[config.mk]
export PLATFORM = sky130hd
export DESIGN_NAME = alu_issue_stage
export DESIGN_NICKNAME = d
export VERILOG_FILES = /design/src/rtl/alu_issue_stage_pkg.sv /design/src/rtl/alu_issue_stage_decoder.sv /design/src/rtl/alu_issue_stage.sv
export SDC_FILE = /design/constraint.sdc
export NUM_CORES = 1
export LEC_CHECK = 0
export ABC_CLOCK_PERIOD_IN_PS = 4900
export BUFFER_PORTS_ARGS = -buffer_cell sky130_fd_sc_hd__buf_2
export CORE_MARGIN = 1
export CORE_UTILIZATION = 45
export DETAILED_ROUTE_END_ITERATION = 6
export PLACE_DENSITY = 0.87
export RECOVER_POWER = 25
export SETUP_SLACK_MARGIN = 0.1
export SYNTH_ARGS = -nofsm -noshare
export SYNTH_HDL_FRONTEND = slang
export SYNTH_SLANG_ARGS = --single-unit
[constraint.sdc]
create_clock -name clk -period 4.9 [get_ports clk]
set_clock_uncertainty 0.1 [all_clocks]
set_input_delay 0.49 -clock clk [delete_from_list [all_inputs] [get_ports clk]]
set_output_delay 0.49 -clock clk [all_outputs]
set_load 0.02 [all_outputs]
[src/rtl/alu_issue_stage_pkg.sv]
// Shared select codes, opcode fields and FSM states
// for the ALU issue stage and its decoder.
package alu_issue_stage_pkg;

  typedef enum logic [4:0] {
    SEL_ADD  = 5'd0,
    SEL_SUB  = 5'd1,
    SEL_MUL  = 5'd2,
    SEL_DIVU = 5'd3,
    SEL_SLL  = 5'd4,
    SEL_SRL  = 5'd5,
    SEL_AND  = 5'd8,
    SEL_OR   = 5'd9,
    SEL_XOR  = 5'd10,
    SEL_SLTU = 5'd13,
    SEL_SLT  = 5'd14,
    SEL_SRA  = 5'd15,
    SEL_IDLE = 5'd31
  } alu_sel_e;

  localparam logic [6:0] OP_R     = 7'b0110011;
  localparam logic [6:0] OP_I     = 7'b0010011;
  localparam logic [6:0] OP_LUI   = 7'b0110111;
  localparam logic [6:0] OP_AUIPC = 7'b0010111;

  localparam logic [6:0] F7_BASE = 7'b0000000;
  localparam logic [6:0] F7_ALT  = 7'b0100000;
  localparam logic [6:0] F7_MUL  = 7'b0000001;

  localparam logic [2:0] F3_ADD  = 3'd0;
  localparam logic [2:0] F3_SLL  = 3'd1;
  localparam logic [2:0] F3_SLT  = 3'd2;
  localparam logic [2:0] F3_SLTU = 3'd3;
  localparam logic [2:0] F3_XOR  = 3'd4;
  localparam logic [2:0] F3_SR   = 3'd5;
  localparam logic [2:0] F3_OR   = 3'd6;
  localparam logic [2:0] F3_AND  = 3'd7;

  typedef enum logic [1:0] {
    ST_IDLE,
    ST_EXEC,
    ST_CAPT,
    ST_DONE
  } state_e;

  localparam int CNT_W = 3;

  function automatic logic is_shift(
    input logic [4:0] s
  );
    return (s == SEL_SLL) ||
           (s == SEL_SRL) ||
           (s == SEL_SRA);
  endfunction

endpackage

[src/rtl/alu_issue_stage_decoder.sv]
// Combinational RV32IM decode into ALU select code
// and A/B operands; unsupported encodings are illegal.
module alu_op_decoder
  import alu_issue_stage_pkg::*;
#(
  parameter int XLEN = 32
) (
  input  logic [31:0]     i_instr,
  input  logic [XLEN-1:0] i_pc,
  input  logic [XLEN-1:0] i_rs1,
  input  logic [XLEN-1:0] i_rs2,
  output logic [4:0]      o_sel,
  output logic [XLEN-1:0] o_a,
  output logic [XLEN-1:0] o_b,
  output logic [4:0]      o_rd,
  output logic            o_illegal
);

  logic [6:0]      w_opc;
  logic [2:0]      w_f3;
  logic [6:0]      w_f7;
  logic [XLEN-1:0] w_imm_i;
  logic [XLEN-1:0] w_imm_u;
  logic [4:0]      w_sel;

  assign w_opc   = i_instr[6:0];
  assign w_f3    = i_instr[14:12];
  assign w_f7    = i_instr[31:25];
  assign w_imm_i = {{(XLEN-12){i_instr[31]}},
                    i_instr[31:20]};
  assign w_imm_u = {i_instr[31:12], 12'b0};

  always_comb begin
    w_sel = SEL_IDLE;
    o_a   = i_rs1;
    o_b   = i_rs2;
    unique case (w_opc)
      OP_R: begin
        unique case (w_f7)
          F7_BASE: begin
            unique case (w_f3)
              F3_ADD:  w_sel = SEL_ADD;
              F3_SLL:  w_sel = SEL_SLL;
              F3_SLT:  w_sel = SEL_SLT;
              F3_SLTU: w_sel = SEL_SLTU;
              F3_XOR:  w_sel = SEL_XOR;
              F3_SR:   w_sel = SEL_SRL;
              F3_OR:   w_sel = SEL_OR;
              F3_AND:  w_sel = SEL_AND;
            endcase
          end
          F7_ALT: begin
            if (w_f3 == F3_ADD)
              w_sel = SEL_SUB;
            else if (w_f3 == F3_SR)
              w_sel = SEL_SRA;
          end
          F7_MUL: begin
            if (w_f3 == F3_ADD)
              w_sel = SEL_MUL;
            else if (w_f3 == F3_SR)
              w_sel = SEL_DIVU;
          end
          default: ;
        endcase
        // the ALU shifts by all of B
        if (is_shift(w_sel))
          o_b = {{(XLEN-5){1'b0}}, i_rs2[4:0]};
      end
      OP_I: begin
        o_b = w_imm_i;
        unique case (w_f3)
          F3_ADD:  w_sel = SEL_ADD;
          F3_SLT:  w_sel = SEL_SLT;
          F3_SLTU: w_sel = SEL_SLTU;
          F3_XOR:  w_sel = SEL_XOR;
          F3_OR:   w_sel = SEL_OR;
          F3_AND:  w_sel = SEL_AND;
          F3_SLL: begin
            if (w_f7 == F7_BASE)
              w_sel = SEL_SLL;
          end
          F3_SR: begin
            if (w_f7 == F7_BASE)
              w_sel = SEL_SRL;
            else if (w_f7 == F7_ALT)
              w_sel = SEL_SRA;
          end
        endcase
        if (is_shift(w_sel))
          o_b = {{(XLEN-5){1'b0}},
                 i_instr[24:20]};
      end
      OP_LUI: begin
        w_sel = SEL_ADD;
        o_a   = '0;
        o_b   = w_imm_u;
      end
      OP_AUIPC: begin
        w_sel = SEL_ADD;
        o_a   = i_pc;
        o_b   = w_imm_u;
      end
      default: ;
    endcase
  end

  assign o_sel     = w_sel;
  assign o_rd      = i_instr[11:7];
  assign o_illegal = (w_sel == SEL_IDLE);

endmodule

[src/rtl/alu_issue_stage.sv]
// Issue stage for the PE's ALU: accept, decode,
// wait fixed ALU latency, return result.
module alu_issue_stage
  import alu_issue_stage_pkg::*;
#(
  parameter int ALU_LAT = 1,
  parameter int XLEN    = 32
) (
  input  logic            clk,
  input  logic            reset,
  input  logic            in_valid,
  output logic            in_ready,
  input  logic [31:0]     in_instr,
  input  logic [XLEN-1:0] in_pc,
  input  logic [XLEN-1:0] in_rs1_val,
  input  logic [XLEN-1:0] in_rs2_val,
  output logic [XLEN-1:0] alu_a,
  output logic [XLEN-1:0] alu_b,
  output logic [4:0]      alu_sel,
  input  logic [XLEN-1:0] alu_result,
  input  logic            alu_complete,
  output logic            out_valid,
  input  logic            out_ready,
  output logic [XLEN-1:0] out_result,
  output logic [4:0]      out_rd,
  output logic            out_we,
  output logic            out_illegal
);

  state_e           r_state;
  state_e           w_state_nxt;
  logic [CNT_W-1:0] r_cnt;
  logic [4:0]       r_sel;
  logic [XLEN-1:0]  r_a;
  logic [XLEN-1:0]  r_b;
  logic [XLEN-1:0]  r_result;
  logic [4:0]       r_rd;
  logic             r_we;
  logic             r_illegal;

  logic [4:0]       w_sel;
  logic [XLEN-1:0]  w_a;
  logic [XLEN-1:0]  w_b;
  logic [4:0]       w_rd;
  logic             w_illegal;
  logic             w_accept;
  logic [XLEN-1:0]  w_capt;

  alu_op_decoder #(
    .XLEN(XLEN)
  ) u_dec (
    .i_instr  (in_instr),
    .i_pc     (in_pc),
    .i_rs1    (in_rs1_val),
    .i_rs2    (in_rs2_val),
    .o_sel    (w_sel),
    .o_a      (w_a),
    .o_b      (w_b),
    .o_rd     (w_rd),
    .o_illegal(w_illegal)
  );

  assign w_accept = in_valid && in_ready;

  // divide-by-zero reports incomplete; keep all-ones quotient
  assign w_capt =
    ((r_sel == SEL_DIVU) && !alu_complete)
      ? '1 : alu_result;

  always_ff @(posedge clk) begin
    if (reset)
      r_state <= ST_IDLE;
    else
      r_state <= w_state_nxt;
  end

  always_comb begin
    w_state_nxt = r_state;
    in_ready    = 1'b0;
    out_valid   = 1'b0;
    unique case (r_state)
      ST_IDLE: begin
        in_ready = 1'b1;
        if (in_valid)
          w_state_nxt = w_illegal ? ST_DONE
                                  : ST_EXEC;
      end
      ST_EXEC: begin
        if (r_cnt == CNT_W'(1))
          w_state_nxt = ST_CAPT;
      end
      ST_CAPT: w_state_nxt = ST_DONE;
      ST_DONE: begin
        out_valid = 1'b1;
        if (out_ready)
          w_state_nxt = ST_IDLE;
      end
    endcase
  end

  always_ff @(posedge clk) begin
    if (reset) begin
      r_cnt     <= '0;
      r_sel     <= SEL_IDLE;
      r_a       <= '0;
      r_b       <= '0;
      r_result  <= '0;
      r_rd      <= '0;
      r_we      <= 1'b0;
      r_illegal <= 1'b0;
    end else begin
      unique case (r_state)
        ST_IDLE: begin
          if (w_accept) begin
            r_rd      <= w_rd;
            r_illegal <= w_illegal;
            r_result  <= '0;
            r_we      <= 1'b0;
            r_cnt     <= CNT_W'(ALU_LAT);
            if (!w_illegal) begin
              r_sel <= w_sel;
              r_a   <= w_a;
              r_b   <= w_b;
            end
          end
        end
        ST_EXEC: r_cnt <= r_cnt - CNT_W'(1);
        ST_CAPT: begin
          r_result <= w_capt;
          r_we     <= (r_rd != 5'd0);
          r_sel    <= SEL_IDLE;
        end
        ST_DONE: ;
      endcase
    end
  end

  assign alu_sel     = r_sel;
  assign alu_a       = r_a;
  assign alu_b       = r_b;
  assign out_result  = r_result;
  assign out_rd      = r_rd;
  assign out_we      = r_we;
  assign out_illegal = r_illegal;

endmodule

==> impl_results.md <==
* Final core utilization at 62.5%
* Core region area at between 10000 and 15000 µm²
* First-pass GRT wire length at around 26 mm
* Minimum clock period at 3.30 ns
* Post-synth ARST share at 0%
* CP Cell Sequence: buf_2, inv_1, ha_1, mux2_2, a211oi_1, nor2_1, mux2_2, a21oi_1, buf_4, a22oi_1, a211oi_1
* DRC errors left at 0
* Die span in x at 115 µm
* Net count reported at finish at 1097
* Slowest CP cell: a21oi_1
* Hold_buf cts at 0
* Post-DP Area at 7130 µm²
* Unrepaired setup endpoints after global routing: false
* Layout cells sized above 1 at 34.4%
* Vias per cell at 5.31
* Crit path required time at 5.10 ns
* IO buf count at roughly 270
* CP Capture Type: flip-flop
* Row count at 40
* Setup bufs post-CTS at 0
* Worst-Skew Late Latency at 0.39 ns
* # diodes at 0
* Top delay family on crit path: compound AO/OA/AOI/OAI gates
* Num Clock Sinks at approximately 110
* Final Cell Area at ~7600 µm²
* Post-CTS Resized at 0
* Fmax at 303 MHz
* Kind of start point of the critical path: input port
* Status: finished, final reports clean
* Avg WL per Cell at around 15 µm
* Total power at 0.00288 W
* Sequential element share of the synthesized area at about two fifths
* Layout filler cell count at between 1000 and 1500
* Flop-to-flop setup slack at 2.22 ns
* Final hold viol count at 0
* CTS max path bufs at 2
* Relative slew slack at 26.6%
* Mapped Cells at slightly below 700
* Area of the multi-input gates at 3170 µm²
* #FFs+latches synth at 113
* Drt pass-1 iters at 5
* DRT iter0 DRCs at 363
* Synthesized Nets at 855
* Overall die area at 13200 µm²
* Syn-to-layout area delta at 33.2%
* Crit path kind: in2reg
* Setup TNS at 0 ns
* Cell Area, Synth at between 5000 and 6000 µm²
* # setup viols final at 0
* H-tree levels at 4
* CP max stage delay at 0.56 ns
* Routed WL at between 15 and 20 mm
* Top post-synthesis cells by count: 113 x dfxtp_1, 104 x a21oi_1, 82 x nor2_1, 58 x nand2_1, 49 x a211oi_2
* Syn Area/Cell at 8.44 µm²
* Hpwl dp at 12.3 mm
* Clock root cell: clkbuf_16
* Crit path DAT at ~3.5 ns
* Count leader, synth: dfxtp_1
* GRT Util Overall at 24.9%
* Synth warnings at 0
* CP bufs+invs at 3
* Via count at 5854
* Final Cycle Share at 67.4%
* Synth top area share at 39.5%
* Register area at 2260 µm²
* Yosys cell types at 52
* PD cells at ~380 nW/µm²
* CP max FO at 12
* ANT nets after route at 0
* Hold WC Path Type: in2reg
* Antenna violations before repair at 0
* I/O pins at 275
* MaxCap Viol Count at 0
* Largest net degree at the start of global routing at 104
* Fin. max-slew vios at 0
* Die Ht at 115 µm
* Worst VDD drop at 228 µV
* Initial Utilization at 46.9%
* Synth Flop Type: dfxtp_1
* Post-synth top area cell: dfxtp_1
* CTS tree: done
* Gpl congestion at ~0.92
* Number of global-route vias before repair at ~5300
* Num CTS Buffers at 17
* Static Leakage at 3.00 nW
* Grt ovf at 0
* EDFF count, synth at 0
* Worst-margin pin slew at 1.10 ns
* Synth area leaders: dfxtp_1 39%, a211oi_2 11%, a21oi_1 9.1%
* Reg clk slew, reported paths at 0.06 ns
-- report_power, final --
group / switching [W] / internal, W
clock: 0.000437 / 0.000716
sequential: 0.0000454 / 0.000998
combinational: 0.000447 / 0.000235
-- stage by stage --
| step | hold slack (ns) | setup slack (ns) | cells |
|---|---|---|---|
| global placement | 0.335 | 1.39 | 1070 |
| finish | 0.237 | 1.60 | 1102 |
| detailed placement | 0.341 | 1.26 | 1070 |
| CTS | 0.225 | 1.67 | 1102 |
| floorplan | 0.354 | 1.99 | 679 |
| global route | 0.229 | 1.45 | 1102 |
-- worst reg2reg max path, cell delays in order, from the launching register on --
cell and delay [ns]:
dfxtp_1 0.32, inv_1 0.11, ha_1 0.32, nand2_1 0.28, a2111o_1 0.51, nor2_2 0.71, a211oi_1 0.18
-- cell type report --
class / count / area share [%]
timing repair buffer: 279 / 17.7
sequential: 113 / 29.6
multi-input combinational: 491 / 41.5
clock inverter: 14 / 1.72
tap: 168 / 2.75
clock buffer: 18 / 5.75
inverter: 19 / 0.934
-- worst paths after layout --
path,start,to,cells after the start
worst min register to register,out_result[22],out_result[22],2
worst max register to register,r_state[0],alu_b[15],6
worst min-delay path,in_instr[11],out_rd[4],3
worst max-delay path,in_instr[13],alu_b[15],11
-- cell usage in the layout, fill, tap and decap left out, types with 17 or more instances in the layout --
| master | Yosys | routed |
|---|---|---|
| buf_2 | 8 | 218 |
| dfxtp_1 | 113 | 113 |
| a21oi_1 | 104 | 104 |
| nor2_1 | 82 | 81 |
| nand2_1 | 58 | 57 |
| clkbuf_1 | 41 | 55 |
| a211oi_2 | 49 | 49 |
| o21ai_0 | 36 | 36 |
| nor3b_1 | 34 | 33 |
| inv_1 | 19 | 19 |
| a22oi_1 | 17 | 17 |
| clkbuf_16 | 0 | 17 |
-- layer usage --
metal | up-vias | part of all wire [%] | wire [µm] | track usage [%]
met5 | - | 0 | 0 | 0
met4 | 0 | 2.3 | 391 | 9.52
met3 | 36 | 6.0 | 1020 | 5.11
met2 | 222 | 51 | 8560 | 44.1
met1 | 2660 | 41 | 6960 | 29.7
li1 | 2936 | - | - | -
-- state kept, by name, indices dropped and copies added, names as in the netlist --
register and cells:
alu_a 32, alu_b 32, out_result 32, alu_sel 5
out_rd 5, r_cnt 3, r_state 2, out_illegal 1
out_we 1
-- cells by family after synthesis --
logic type / share of synthesized area (%)
buffers and inverters: 5.68
flip-flops: 39.5
adder cells (fa/ha/maj): 2.40
XOR/XNOR: 0.153
AND/OR/NAND/NOR: 19.0
multiplexers: 1.51
AO/OA/AOI/OAI: 31.8
Note: power is estimated with default switching activity, not from simulation.
